**src/rtl/vga_pattern_mixer_if.sv**
```systemverilog
// Pixel/colour bus between the colour register bank, the pattern mixer and the VGA output stage.
// The master drives colours, layout controls and coordinates. The slave returns the pixel stream.
interface vga_pattern_mixer_if #(
  parameter int NUM_CH = 4
);
  logic [NUM_CH*24-1:0] ch_data;
  logic                 ch_load;
  logic [1:0]           mode;
  logic                 blink_en;
  logic [3:0]           resolution;
  logic                 px_valid;
  logic [10:0]          px_h;
  logic [10:0]          px_v;
  logic                 px_out_valid;
  logic [23:0]          px_24bit_data;
  logic [11:0]          px_12bit_data;
  logic                 load_pending;

  modport master (
    output ch_data, ch_load, mode, blink_en, resolution, px_valid, px_h, px_v,
    input  px_out_valid, px_24bit_data, px_12bit_data, load_pending
  );

  modport slave (
    input  ch_data, ch_load, mode, blink_en, resolution, px_valid, px_h, px_v,
    output px_out_valid, px_24bit_data, px_12bit_data, load_pending
  );
endinterface

```
**src/rtl/vga_pattern_mixer.sv**
```systemverilog
// Maps pixel coordinates to one of NUM_CH channel colours (bars, grid or checker layout).
// Colours and layout are double-buffered and commit at frame start. Output follows 2 cycles later.
module vga_pattern_mixer #(
  parameter int NUM_CH     = 4,
  parameter int CELL_LOG2  = 5,
  parameter int BLINK_LOG2 = 5
) (
  input  logic               clk,
  input  logic               rst,
  vga_pattern_mixer_if.slave bus
);
  localparam int CH_W = NUM_CH * 24;

  logic [CH_W-1:0]       shadow_ch;
  logic [CH_W-1:0]       active_ch;
  logic [1:0]            shadow_mode;
  logic [1:0]            active_mode;
  logic [3:0]            active_res;
  logic [BLINK_LOG2-1:0] frame_cnt;
  logic                  load_pending;
  logic                  frame_start;
  logic [10:0]           h_size;
  logic [10:0]           v_size;
  logic [2:0]            idx_next;
  logic                  act_next;
  logic [2:0]            idx_p1;
  logic                  act_p1;
  logic                  vld_p1;
  logic [23:0]           rgb_p2;
  logic                  vld_p2;

  // Returns {H, V} of the active area. Unknown codes fall back to 640x480.
  function automatic logic [21:0] res_size(input logic [3:0] res);
    case (res)
      4'd1:    return {11'd800, 11'd600};
      4'd2:    return {11'd1024, 11'd768};
      4'd3:    return {11'd1280, 11'd1024};
      default: return {11'd640, 11'd480};
    endcase
  endfunction

  function automatic logic [11:0] to_rgb444(input logic [23:0] c);
    return {c[23:20], c[15:12], c[7:4]};
  endfunction

  function automatic logic [23:0] pick_colour(input logic [CH_W-1:0] chs, input logic [2:0] idx,
                                              input logic act, input logic inv);
    logic [23:0] c;
    c = 24'h000000;
    if (act && int'(idx) < NUM_CH) c = chs[idx*24 +: 24];
    if (act && inv) c = ~c;
    return c;
  endfunction

  assign frame_start      = bus.px_valid && (bus.px_h == 11'd0) && (bus.px_v == 11'd0);
  assign {h_size, v_size} = res_size(active_res);

  // Bar index counts the boundaries k*size/NUM_CH already crossed, so no divider is needed.
  always_comb begin
    idx_next = 3'd0;
    case (active_mode)
      2'd0: begin
        for (int k = 1; k < NUM_CH; k++)
          if (({21'd0, bus.px_h} * NUM_CH) >= (k * {21'd0, h_size})) idx_next = idx_next + 3'd1;
      end
      2'd1: begin
        for (int k = 1; k < NUM_CH; k++)
          if (({21'd0, bus.px_v} * NUM_CH) >= (k * {21'd0, v_size})) idx_next = idx_next + 3'd1;
      end
      2'd2:    idx_next = {1'b0, bus.px_v >= (v_size >> 1), bus.px_h >= (h_size >> 1)};
      default: idx_next = {2'b00, bus.px_h[CELL_LOG2] ^ bus.px_v[CELL_LOG2]};
    endcase
  end

  assign act_next = (bus.px_h < h_size) && (bus.px_v < v_size);

  // A load in the frame-start cycle lands in the shadow after the commit, so it stays pending.
  always_ff @(posedge clk or negedge rst) begin
    if (!rst) begin
      shadow_ch    <= '0;
      active_ch    <= '0;
      shadow_mode  <= 2'd0;
      active_mode  <= 2'd0;
      active_res   <= 4'd0;
      frame_cnt    <= '0;
      load_pending <= 1'b0;
    end else begin
      shadow_mode <= bus.mode;
      if (bus.ch_load) shadow_ch <= bus.ch_data;
      if (frame_start) begin
        active_ch   <= shadow_ch;
        active_mode <= shadow_mode;
        active_res  <= bus.resolution;
        frame_cnt   <= frame_cnt + 1'b1;
      end
      if (bus.ch_load)      load_pending <= 1'b1;
      else if (frame_start) load_pending <= 1'b0;
    end
  end

  // Stage p1: channel index and active-area flag. Stage p2: final colour.
  always_ff @(posedge clk or negedge rst) begin
    if (!rst) begin
      vld_p1 <= 1'b0;
      idx_p1 <= 3'd0;
      act_p1 <= 1'b0;
      vld_p2 <= 1'b0;
      rgb_p2 <= 24'h000000;
    end else begin
      vld_p1 <= bus.px_valid;
      if (bus.px_valid) begin
        idx_p1 <= idx_next;
        act_p1 <= act_next;
      end
      vld_p2 <= vld_p1;
      if (vld_p1) rgb_p2 <= pick_colour(active_ch, idx_p1, act_p1, bus.blink_en && frame_cnt[BLINK_LOG2-1]);
    end
  end

  assign bus.px_out_valid  = vld_p2;
  assign bus.px_24bit_data = rgb_p2;
  assign bus.px_12bit_data = to_rgb444(rgb_p2);
  assign bus.load_pending  = load_pending;
endmodule
```
**src/flat_wrapper.sv**
```systemverilog
// flat-port wrapper written by rule: the top's interface ports become plain ports
module vga_pattern_mixer_flat 
#(
  parameter int NUM_CH     = 4,
  parameter int CELL_LOG2  = 5,
  parameter int BLINK_LOG2 = 5
)
  (clk, rst, bus_ch_data, bus_ch_load, bus_mode, bus_blink_en, bus_resolution, bus_px_valid, bus_px_h, bus_px_v, bus_px_out_valid, bus_px_24bit_data, bus_px_12bit_data, bus_load_pending);
  vga_pattern_mixer_if #(.NUM_CH(NUM_CH)) bus_i ();
  input  logic clk;
  input  logic rst;
  input wire logic [$bits(bus_i.ch_data)-1:0] bus_ch_data;
  input wire logic [$bits(bus_i.ch_load)-1:0] bus_ch_load;
  input wire logic [$bits(bus_i.mode)-1:0] bus_mode;
  input wire logic [$bits(bus_i.blink_en)-1:0] bus_blink_en;
  input wire logic [$bits(bus_i.resolution)-1:0] bus_resolution;
  input wire logic [$bits(bus_i.px_valid)-1:0] bus_px_valid;
  input wire logic [$bits(bus_i.px_h)-1:0] bus_px_h;
  input wire logic [$bits(bus_i.px_v)-1:0] bus_px_v;
  output wire logic [$bits(bus_i.px_out_valid)-1:0] bus_px_out_valid;
  output wire logic [$bits(bus_i.px_24bit_data)-1:0] bus_px_24bit_data;
  output wire logic [$bits(bus_i.px_12bit_data)-1:0] bus_px_12bit_data;
  output wire logic [$bits(bus_i.load_pending)-1:0] bus_load_pending;
  assign bus_i.ch_data = bus_ch_data;
  assign bus_i.ch_load = bus_ch_load;
  assign bus_i.mode = bus_mode;
  assign bus_i.blink_en = bus_blink_en;
  assign bus_i.resolution = bus_resolution;
  assign bus_i.px_valid = bus_px_valid;
  assign bus_i.px_h = bus_px_h;
  assign bus_i.px_v = bus_px_v;
  assign bus_px_out_valid = bus_i.px_out_valid;
  assign bus_px_24bit_data = bus_i.px_24bit_data;
  assign bus_px_12bit_data = bus_i.px_12bit_data;
  assign bus_load_pending = bus_i.load_pending;
  vga_pattern_mixer #(.NUM_CH(NUM_CH), .CELL_LOG2(CELL_LOG2), .BLINK_LOG2(BLINK_LOG2)) u_core (.clk(clk), .rst(rst), .bus(bus_i));
endmodule
```
**config.mk**
```make
export PLATFORM = sky130hd
export DESIGN_NAME = vga_pattern_mixer_flat
export DESIGN_NICKNAME = d
export VERILOG_FILES = /design/src/rtl/vga_pattern_mixer_if.sv /design/src/rtl/vga_pattern_mixer.sv /design/src/flat_wrapper.sv
export SDC_FILE = /design/constraint.sdc
export NUM_CORES = 1
export LEC_CHECK = 0
export ABC_CLOCK_PERIOD_IN_PS = 7650
export BUFFER_PORTS_ARGS = -buffer_cell sky130_fd_sc_hd__buf_2
export CAP_MARGIN = 20
export CELL_PAD_IN_SITES_DETAIL_PLACEMENT = 0
export CELL_PAD_IN_SITES_GLOBAL_PLACEMENT = 1
export CORE_ASPECT_RATIO = 1.5
export CORE_MARGIN = 1
export CORE_UTILIZATION = 35
export DETAILED_ROUTE_END_ITERATION = 12
export PLACE_DENSITY_LB_ADDON = 0.25
export SLEW_MARGIN = 20
export SYNTH_ARGS = -nofsm -noshare
export SYNTH_HDL_FRONTEND = slang
export SYNTH_SLANG_ARGS = --single-unit
```
**constraint.sdc**
```tcl
create_clock -name clk -period 7.65 [get_ports clk]
set_input_delay 1.53 -clock clk [delete_from_list [all_inputs] [get_ports clk]]
set_output_delay 1.53 -clock clk [all_outputs]
set_load 0.05 [all_outputs]
```
; ---- Word-level counts from Yosys, hierarchy flattened
; Cells that the tools add are included.
; W data, S select, Z words.
[totals]
ff_bits = 236
input_bits = 129
word_cells = 66
[op_classes]
addsub = 5
multipliers = 3
n_lt_le_gt_ge = 11
n_eq_ne = 5
shifts = 1
n_mux = 17
bitwise_logic = 2
reduce_logical = 10
[ops]
columns = operator, count
row1 = $shiftx A96 B9 Y24, 1
row2 = $mux W24, 3
row3 = $pmux W22 S3, 1
row4 = $ge A13 B11 Y1, 2
row5 = $ge A13 B12 Y1, 2
row6 = $ge A13 B13 Y1, 2
row7 = $mul A2 B11 Y13 const A, 2
row8 = $mux W3, 8
row9 = $not A24 Y24, 1
row10 = $ge A11 B10 Y1, 2
row11 = $logic_not A11 Y1, 2
row12 = $lt A11 B11 Y1, 2
row13 = $add A3 B1 Y3 const B, 4
row14 = $pmux W3 S3, 1
row15 = $eq A4 B2 Y1 const B, 2
row16 = $logic_and A1 B1 Y1, 6
row17 = $add A5 B1 Y5 const B, 1
row18 = $mul A3 B2 Y5 const B, 1
row19 = $eq A4 B1 Y1 const B, 1
row20 = $mux W1, 4
row21 = $lt A3 B3 Y1 const B, 1
row22 = $eq A2 B1 Y1 const B, 1
row23 = $eq A2 B2 Y1 const B, 1
row24 = $logic_not A2 Y1, 1
row25 = other kinds (2), 2

; ---- Longest topological paths before layout
[logic_depth]
depth_word = 11
mapped_depth = 16
mapped_depth_nobuf = 15

; ---- Worst setup path after synthesis
; Ideal clock, no wire load.
[synth_timing]
path_kind = reg2reg
startpoint = reg u_core.active_res[3]
endpoint = reg u_core.idx_p1[1]
setup_time_ps = 120
arrival_time_ps = 3627
slack_ps = 3903
path_stages_with_launch = 16
path_buffers = 1
period_less_slack_ps = 3747
cell_sequence = dfrtp_1 -> or3b_1 -> buf_2 -> or2_2 -> o21ai_0 -> inv_1 -> ha_1 -> o21ai_0 -> o21ai_0 -> ha_1 -> a21o_1 -> a21o_1 -> nor3_1 -> mux2i_1 -> o221ai_1 -> a31o_2
[synth_via]
elab_chain_cells = 11
word_cells_on_any_way = 28
[synth_lines]
columns = element, line_no
row1 = from (decl), vga_pattern_mixer.sv:18  ; logic [3:0] active_res;
row2 = from (signal assigned), vga_pattern_mixer.sv:93  ; active_res <= bus.resolution;
row3 = $eq A4 B2 Y1 / $eq A4 B1 Y1 (equally long branches), vga_pattern_mixer.sv:34  ; case (res)
row4 = $pmux W22 S3 (*), vga_pattern_mixer.sv:34
row5 = "parallel branches: the longest is 8 deep, another holds $mul A2 B11 Y13", --
row6 = $pmux W3 S3 (*), vga_pattern_mixer.sv:61  ; case (active_mode)
row7 = to (signal assigned), vga_pattern_mixer.sv:112  ; idx_p1 <= idx_next;
row8 = to (decl), vga_pattern_mixer.sv:26  ; logic [2:0] idx_p1;
; Every way passes the cells marked *. The select of a mux whose other input is x is not followed.
; A chain may end at the register's enable or synchronous reset.

; ---- Worst setup path after layout
; Ends and elaborated chain as after synthesis.

==> flow_summary_export.csv <==
group,metric,value,unit
run_status,status,"completed",
clock_tree,post_cts.repair.setup_buffers,0,
layout,final_common_cell,"dfrtp_1",
place,gp_congestion,0.812,
synth,async_reset_ff_share,100,%
global_route,antenna_found_initial,0,
power,worst_ir_drop_vdd,0.000161,V
timing,fin_crit_sh,54.6,%
die,dieWidth,148,microns
place,pre_cts_ws,3290,ps
layout,final_area,13000,sq um
power,p_sw_share,24.4,%
synth,syn_avg_cell_area,13.5,sq um
setup_path,crit_top_cell,"o21ai_0",
power,p_int,0.00209,W
timing,finalHoldViolations,0,
global_route,grtUsageMet1,19.2,%
layout,nets,1158,
die,core_area,31100,sq um
clock_tree,clock_path_buffers,3,
setup_path,critical_path_class,"reg2reg",
power,p_total,0.00277,W
timing,tns,0,ps
clock_tree,cts_hold_buf,0,
power,power_per_cell_area,213,nW/um^2
layout,drive_gt1_share,44.6,%
timing,max-slew-margin-rel,32.7,%
setup_path,required,8070,ps
clock_tree,cts_resized,0,
layout,fillers,2966,
synth,seq_area_frac_synth,53.0,%
global_route,grtUsageMet3,2.16,%
setup_path,crit_path_end_kind,"register",
clock_tree,cts-root-buf,"clkbuf_16",
clock_tree,cts_tree,"built",
setup_path,slowest_stage,"or3b_1",
global_route,grt.total_usage,16.0,%
timing,tightest_slew,1010,ps
power,p_comb_share,9.6,%
flow_run,cap_violations,0,
clock_tree,insertion_delay,530,ps
layout,final_cell_mix,"234 x dfrtp_1, 198 x mux2_2, 164 x buf_2, 59 x ha_1, 42 x nand2_1",
drt,vias_per_cell,4.89,
timing,skew,26.7,ps
setup_path,critical_path.cell_chain,"or3b_1, or2_2, o21ai_0, buf_4, inv_1, ha_1, o21ai_0, o21ai_0, ha_1, a21o_1, a21o_1, nor3_1, mux2i_1, o221ai_1, a31o_2",
synth,synth_flop_cell,"dfrtp_1",
power,power.leakage,6.21,nW
timing,setup_viol,0,
clock_tree,clk_pin_slew_worst_paths,60,ps
drt,wl,25100,microns
power,switching_power,0.000677,W
synth,netlist_area,11100,sq um
synth,synth.distinct_cells,48,
global_route,grt_pass1_wl,40100,microns
die,start_util,35.8,%
power,seqPwrFrac,49.1,%
global_route,grt_use_met2,29.0,%
clock_tree,cts_buffers,23,
layout,area_delta_synth_final,16.7,%
global_route,overflow,0,
synth,synth_edf_count,0,
place,dp_hpwl,17300,microns
timing,min_period,4180,ps
drt,vias,6792,
setup_path,max_stage_delay,580,ps
drt,drtAntennaViolNets,0,
power,clkPwrFrac,41.3,%
synth,ys_seq_elements,236,
place,numPortBuffers,166,
die,die_h,221,microns
setup_path,cp_max_fo,10,
setup_path,path_delay_family,"simple AND/OR/NAND/NOR gates",
drt,drcViolationCount,0,
layout,antennaDiodeCount,0,
die,dieArea,32600,sq um
setup_path,critPathLaunchType,"register",
global_route,grt_pass1_vias,7177,
timing,maxSlewViolCount,0,
drt,drtIter0Drc,251,
clock_tree,clock-sinks,236,
synth,synth_cells,825,
global_route,grt_max_degree,127,
die,rows,79,
synth,ys.warnings.count,0,
worst_hold_path,hold_class,"reg2reg",
timing,max_freq,239,MHz
place,dpl_cell_area,12300,sq um
timing,fin_hold_ws,474,ps
drt,wire_per_inst,18.1,microns
timing,worst_slack,3470,ps
die,ios,167,
timing,rsz0062_at_grt,"no",
global_route,grt_busiest_layer,"met2",
setup_path,cp_num_buf_inv,2,
drt,dr.pass1.iters,4,
setup_path,cp.arrival,4590,ps
clock_tree,htree_num_levels,1,
synth_stat cells, types with 3 or more instances:
master	number	area, sq um
clkbuf_1	21	78.8
a211oi_1	4	30.0
a21oi_1	35	175
nand3_1	9	45.0
mux2_2	198	2230
mux4_2	24	541
dfrtp_1	236	5910
o21a_1	6	45.0
buf_2	4	20.0
o21ai_0	13	65.1
nor4_1	6	37.5
nor3_1	6	30.0
inv_1	25	93.8
o2111ai_1	3	26.3
a21o_1	5	37.5
ha_1	59	738
nand4_1	3	18.8
xnor2_1	30	263
nand2_1	42	158
o211ai_1	4	30.0
nor2b_1	3	18.8
buf_4	21	158
xor2_1	3	26.3
buf_1	4	15.0
nor2_1	32	120
power groups by stage:
stage / logic, W / registers (W) / clock network (W)
after floorplan: 0.000147 / 0.00139 / 0
after detailed placement: 0.000272 / 0.00139 / 0
after global routing: 0.000294 / 0.00137 / 0.00124
after global placement: 0.000271 / 0.00138 / 0
final: 0.000266 / 0.00136 / 0.00114
after CTS: 0.000273 / 0.00136 / 0.00119
sequential cells by signal, summed over array words and instances (netlist names):
signal                    cells
u_core.act_p1                 1
u_core.active_ch             96
u_core.active_mode            2
u_core.active_res             4
u_core.bus.load_pending       1
u_core.bus.px_24bit_data     24
u_core.bus.px_out_valid       1
u_core.frame_cnt              5
u_core.idx_p1                 3
u_core.shadow_ch             96
u_core.shadow_mode            2
u_core.vld_p1                 1
path summary, 6_finish.rpt:
path / slack (ps) / end / from / depth (start not counted)
min: 470 / u_core.frame_cnt[3] / u_core.frame_cnt[3] / 1
min in group asynchronous: 1050 / u_core.shadow_ch[27] / rst / 1
max reg2reg: 3470 / u_core.idx_p1[1] / u_core.active_res[3] / 15
min reg2reg: 470 / u_core.frame_cnt[3] / u_core.frame_cnt[3] / 1
max in group asynchronous: 5090 / u_core.vld_p1 / rst / 2
max: 3470 / u_core.idx_p1[1] / u_core.active_res[3] / 15
metrics by stage:
step / std cells / util (%)
after CTS: 1389 / 41.8
after global placement: 1350 / 39.4
final: 1389 / 41.8
after detailed placement: 1350 / 39.4
after floorplan: 826 / -
after global routing: 1389 / 41.8
final cells by class:
cell class              count  area [sq um]  area share [%]
clock inverters            11           139            1.07
flip-flops and latches    236          5910            45.4
multi-input cells         512          4860            37.4
repair buffers            172           888            6.83
well taps                 405           507            3.89
clock buffers              28           614            4.72
inverters                  25          93.8           0.721
metal layers:
metal  wire, microns  part of all wire [%]
met1           10300                    41
met2           13100                    52
met3             919                   3.7
met4             674                   2.7
met5               0                     0
cells by family after synthesis:
| logic type | after synthesis | share of synthesized area (%) |
|---|---|---|
| AOI/OAI and AO/OA | 83 | 4.69 |
| xor gates and xnor gates | 33 | 2.59 |
| adders and majority gates | 59 | 6.62 |
| buffers and inverters | 78 | 3.61 |
| DFF | 236 | 53.0 |
| muxes | 224 | 25.0 |
| other | 1 | 0.0336 |
| and+or+nand+nor | 111 | 4.46 |
(Power assumes the default switching activity.)
